$ cat src/rtl/int_ctrl_pkg.sv
// Shared definitions for the int_ctrl interrupt controller: register map,
// FSM state encoding and the maximum source count.
package int_ctrl_pkg;

  localparam int MAX_SRC = 4;

  localparam logic [2:0] ADDR_CTRL = 3'd0;
  localparam logic [2:0] ADDR_MASK = 3'd1;
  localparam logic [2:0] ADDR_PEND = 3'd2;
  localparam logic [2:0] ADDR_STAT = 3'd3;
  localparam logic [2:0] ADDR_VEC0 = 3'd4;

  typedef enum logic [1:0] {
    IDLE = 2'd0,
    REQ  = 2'd1,
    SERV = 2'd2
  } state_t;

endpackage

$ cat src/rtl/int_ctrl_prio_enc.sv
// Combinational lowest-index-wins priority encoder for up to MAX_SRC sources.
module int_prio_enc
  import int_ctrl_pkg::*;
#(
  parameter int NUM_SRC = 4
) (
  input  logic [NUM_SRC-1:0] req,
  output logic [1:0]         sel,
  output logic               valid
);

  // Scan from the top down so the lowest set index is the last assignment.
  always_comb begin
    sel   = '0;
    valid = |req;
    for (int i = NUM_SRC - 1; i >= 0; i--) begin
      if (req[i]) sel = 2'(i);
    end
  end

endmodule

$ cat src/rtl/int_ctrl.sv
// Interrupt controller: edge-latched pending bits, masking, fixed priority and
// a one-request-at-a-time FSM. Define INT_CTRL_IRQ_SYNC_EN to insert a 2-flop
// synchronizer on irq_in ahead of edge detection.
module int_ctrl
  import int_ctrl_pkg::*;
#(
  parameter int NUM_SRC = 4
) (
  input  logic               clock,
  input  logic               reset,
  input  logic [NUM_SRC-1:0] irq_in,
  input  logic               iret,
  input  logic               reg_we,
  input  logic [2:0]         reg_addr,
  input  logic [7:0]         reg_wdata,
  output logic [7:0]         reg_rdata,
  output logic               int_req,
  output logic [7:0]         int_en,
  output logic [7:0]         int_vec,
  output logic               in_service
);

  logic [NUM_SRC-1:0] irq_q, irq_prev, irq_rise;
  logic [NUM_SRC-1:0] mask, pend, pend_next, eligible;
  logic [7:0]         vec [MAX_SRC];
  logic               gie;
  logic [1:0]         active_id, sel;
  logic               valid, ctrl_wr, pend_wr, take;
  state_t             state;

`ifdef INT_CTRL_IRQ_SYNC_EN
  logic [NUM_SRC-1:0] sync_p0, sync_p1;

  // Synchronizer stage boundary: irq_in -> sync_p0 -> sync_p1.
  always_ff @(posedge clock) begin
    if (reset) begin
      sync_p0 <= '0;
      sync_p1 <= '0;
    end else begin
      sync_p0 <= irq_in;
      sync_p1 <= sync_p0;
    end
  end
  assign irq_q = sync_p1;
`else
  assign irq_q = irq_in;
`endif

  assign irq_rise = irq_q & ~irq_prev;
  assign eligible = pend & mask;
  assign ctrl_wr  = reg_we && (reg_addr == ADDR_CTRL);
  assign pend_wr  = reg_we && (reg_addr == ADDR_PEND);
  // A CTRL write in the arbitration cycle defers the request so a GIE clear wins.
  assign take     = (state == IDLE) && gie && valid && !ctrl_wr;
  assign int_en   = {7'b0, gie};

  int_prio_enc #(.NUM_SRC(NUM_SRC)) u_prio (
    .req   (eligible),
    .sel   (sel),
    .valid (valid)
  );

  // New edges are OR-ed in last so they beat both W1C and the service clear.
  always_comb begin
    pend_next = pend;
    if (pend_wr) pend_next = pend_next & ~reg_wdata[NUM_SRC-1:0];
    for (int i = 0; i < NUM_SRC; i++) begin
      if (take && (sel == 2'(i))) pend_next[i] = 1'b0;
    end
    pend_next = pend_next | irq_rise;
  end

  always_ff @(posedge clock) begin
    if (reset) begin
      irq_prev <= '0;
      gie      <= 1'b0;
      mask     <= '0;
      pend     <= '0;
      for (int i = 0; i < MAX_SRC; i++) vec[i] <= '0;
    end else begin
      irq_prev <= irq_q;
      pend     <= pend_next;
      if (ctrl_wr) gie <= reg_wdata[0];
      if (reg_we && (reg_addr == ADDR_MASK)) mask <= reg_wdata[NUM_SRC-1:0];
      for (int i = 0; i < NUM_SRC; i++) begin
        if (reg_we && (reg_addr == ADDR_VEC0 + 3'(i))) vec[i] <= reg_wdata;
      end
    end
  end

  always_ff @(posedge clock) begin
    if (reset) begin
      state      <= IDLE;
      int_req    <= 1'b0;
      int_vec    <= '0;
      active_id  <= '0;
      in_service <= 1'b0;
    end else begin
      case (state)
        IDLE: begin
          if (take) begin
            state     <= REQ;
            int_req   <= 1'b1;
            int_vec   <= vec[sel];
            active_id <= sel;
          end
        end
        REQ: begin
          state      <= SERV;
          int_req    <= 1'b0;
          in_service <= 1'b1;
        end
        SERV: begin
          if (iret) begin
            state      <= IDLE;
            in_service <= 1'b0;
          end
        end
        default: begin
          state      <= IDLE;
          int_req    <= 1'b0;
          in_service <= 1'b0;
        end
      endcase
    end
  end

  always_comb begin
    reg_rdata = '0;
    case (reg_addr)
      ADDR_CTRL: reg_rdata[0]           = gie;
      ADDR_MASK: reg_rdata[NUM_SRC-1:0] = mask;
      ADDR_PEND: reg_rdata[NUM_SRC-1:0] = pend;
      ADDR_STAT: reg_rdata              = {in_service, 5'b0, active_id};
      default:   reg_rdata              = vec[reg_addr[1:0]];
    endcase
  end

endmodule

$ cat config.mk
export PLATFORM = sky130hd
export DESIGN_NAME = int_ctrl
export DESIGN_NICKNAME = d
export VERILOG_FILES = /design/src/rtl/int_ctrl_pkg.sv /design/src/rtl/int_ctrl_prio_enc.sv /design/src/rtl/int_ctrl.sv
export SDC_FILE = /design/constraint.sdc
export NUM_CORES = 1
export LEC_CHECK = 0
export ABC_AREA = 0
export BUFFER_PORTS_ARGS = -buffer_cell sky130_fd_sc_hd__clkbuf_2
export CAP_MARGIN = 30
export CORE_ASPECT_RATIO = 0.5
export CORE_MARGIN = 3
export CORE_UTILIZATION = 31
export CTS_BUF_LIST = sky130_fd_sc_hd__clkbuf_4 sky130_fd_sc_hd__clkbuf_8
export DETAILED_ROUTE_END_ITERATION = 12
export SYNTH_ARGS = -nofsm -noshare
export SYNTH_HDL_FRONTEND = slang
export SYNTH_SLANG_ARGS = --single-unit
$ cat constraint.sdc
create_clock -name clock -period 4 [get_ports clock]
set_input_delay 0.4 -clock clock [delete_from_list [all_inputs] [get_ports clock]]
set_output_delay 0.4 -clock clock [all_outputs]
set_load 0.03 [all_outputs]
==> reports/metrics.cfg <==
[logic_synthesis]
synth.most_common_cell=and2_1
synthTopCellsByArea=edfxtp_1 32%, dfxtp_1 18%, and2_1 8.1%
synth-async-reset-ratio_pct=0
postSynthAreaPerCell_sq_um=10.9
synthDistinctLibCells=45
synth_warnings=0
synth_ff_type=edfxtp_1
synth_edf_count=32
synthesis.area_sq_um=3020
netlist_top_cells_count=39 x and2_1, 32 x edfxtp_1, 27 x dfxtp_1
syn_inst=277
synth_top_area_cell=edfxtp_1
synth_top_area_share_pct=31.8
seq_area_frac_synth_pct=49.7
synth-seq-cells=59

[global_route]
overflow=0
grt_start_max_net_pins=27
antenna_found_initial=0
grt.total_usage_pct=15.0
grt_pass1_vias=2301
grt_pass1_wl_um=12600

[floorplanning]
initial_core_util_pct=33.3
core_area_sq_um=9070
io_pins=45
die_x_um=146
num_rows=24
die_y_um=75.8
die_area_sq_um=11000

[power]
power_density_nw_per_um2=401
peakVddDrop_uv=156
totalPowerFinal_mw=1.39
cellLeakagePower_nw=1.31

[timing]
setup_viol=0
hold_viol_final=0
worst_clock_skew_ns=0.00856
rsz0062_at_grt=false
tightest_slew_ns=1.04
slew_violations=0
min_period_ns=2.31
finalCritPeriodShare_pct=57.9
tns_ns=0
max_freq_mhz=432
slew_headroom_pct=30.6

[final_layout]
nNetsFinal=326
post-route-cell-area_sq_um=3460
nFillCells=897
multi_input_area_sq_um=1370
register_area_sq_um=1500
stdcell_count=442
area_delta_synth_final_pct=14.5
drive_gt1_share_pct=21.2
antenna_cells=0

[clock_tree]
cts-root-buf=clkbuf_8
postCtsSetupBuffers=0
h-tree-depth=3
clk_latency_ns=0.35
clockBufferDepth=2
cts_sinks=59
cts_tree=done
clkTransAtPathRegs_ns=0.07
cts_buffers=9
cts.repair.resized=0
ctsHoldBuffers=0

[drt]
wl_per_cell_um=18.4
route.detailed.drc=0
drt_iter0_drc=215
first_pass_iters=6
wirelength_um=8130
vias=2342
viasPerCell=5.30
ant_nets=0

[outcome]
outcome=finished clean

[place]
placed_cells=426
portBuffers=37
detailed_place_hpwl_um=5490
place_congestion=0.798
dpl_cell_area_sq_um=3260

[worst_setup_path]
end_kind=output pin
worst_ep_arrival_time_ns=1.91
critPathKind=primary input to output pin
crit_required_ns=3.60
crit_fanout=19
start_kind=primary input

[hold_path]
worstHoldPathType=primary input to flip-flop

[run]
cap_violations=0

[flip-flops by register name (all words and copies together) (netlist names)]
signal	flops
int_vec	8
gie	1
int_req	1
vec	32
in_service	1
active_id	2
state	2
pend	4
mask	4
irq_prev	4
[path summary, 6_finish.rpt]
path / slack (ns) / cells after the start / from / end
setup / recovery: 1.69 / 4 / reg_addr[0] / reg_rdata[0]
hold / removal: 0.29 / 2 / irq_in[2] / irq_prev[2]$_SDFF_PP0_
setup reg to reg: 1.74 / 4 / pend[1]$_SDFF_PP0_ / int_vec[1]$_SDFFE_PP0P_
hold reg to reg: 0.45 / 2 / irq_prev[1]$_SDFF_PP0_ / pend[1]$_SDFF_PP0_
[critical path, stage by stage]
cell and delay [ns]:
clkbuf_2 0.43, mux4_1 0.63, mux2_2 0.27, clkbuf_2 0.18
[stage by stage]
| step | util (%) | worst slack [ns] | hold slack, ns |
|---|---|---|---|
| after detailed placement | 35.9 | 1.66 | 0.451 |
| after global placement | 35.9 | 1.35 | 0.440 |
| after floorplan | - | 1.93 | 0.429 |
| after CTS | 38.1 | 1.69 | 0.287 |
| after global routing | 38.1 | 1.59 | 0.283 |
| final | 38.1 | 1.69 | 0.292 |
[cell usage in the layout (no fill, tap or decap), types with 4 or more instances in the layout]
| master | n |
|---|---|
| inv_1 | 6 |
| mux4_2 | 4 |
| nor2b_1 | 8 |
| nand2_1 | 19 |
| o22ai_1 | 8 |
| dfxtp_1 | 27 |
| nor2_1 | 20 |
| a311oi_1 | 8 |
| o21ai_0 | 7 |
| a22oi_1 | 12 |
| clkbuf_8 | 9 |
| conb_1 | 7 |
| edfxtp_1 | 32 |
| mux4_1 | 5 |
| a21oi_1 | 4 |
| clkbuf_2 | 37 |
| and2_1 | 39 |
| nor4b_1 | 8 |
| nand3_1 | 11 |
| mux2i_1 | 5 |
[report_power, final]
group          leakage (nW)  internal [mW]  switching [mW]  total [mW]
logic                 0.687         0.0511          0.0850       0.136
registers             0.529          0.668          0.0260       0.694
clock network        0.0943          0.292           0.266       0.557
[cell type report]
| cell class | instances | share of cell area, % |
|---|---|---|
| clock inverter | 7 | 2.17 |
| timing repair buffer | 39 | 5.79 |
| clock buffer | 9 | 3.58 |
| multi-input combinational | 192 | 39.7 |
| sequential | 59 | 43.4 |
| tap | 130 | 4.70 |
| inverter | 6 | 0.651 |
[logic make-up after synthesis]
| kind of cell | share of synthesized area (%) |
|---|---|
| compound gates | 13.1 |
| buf+inv | 5.72 |
| flops | 49.7 |
| mux | 9.74 |
| other cells | 0.124 |
| simple gates | 21.5 |
[routing by layer]
| layer | track usage [%] | part of all wire [%] | vias to the layer above |
|---|---|---|---|
| met2 | 24.5 | 46 | 117 |
| li1 | - | - | 1080 |
| met4 | 7.36 | 2.7 | 0 |
| met1 | 18.4 | 43 | 1122 |
| met5 | 0 | 0 | - |
| met3 | 4.87 | 8.3 | 23 |
No activity file was read; power rests on OpenSTA's default activity.
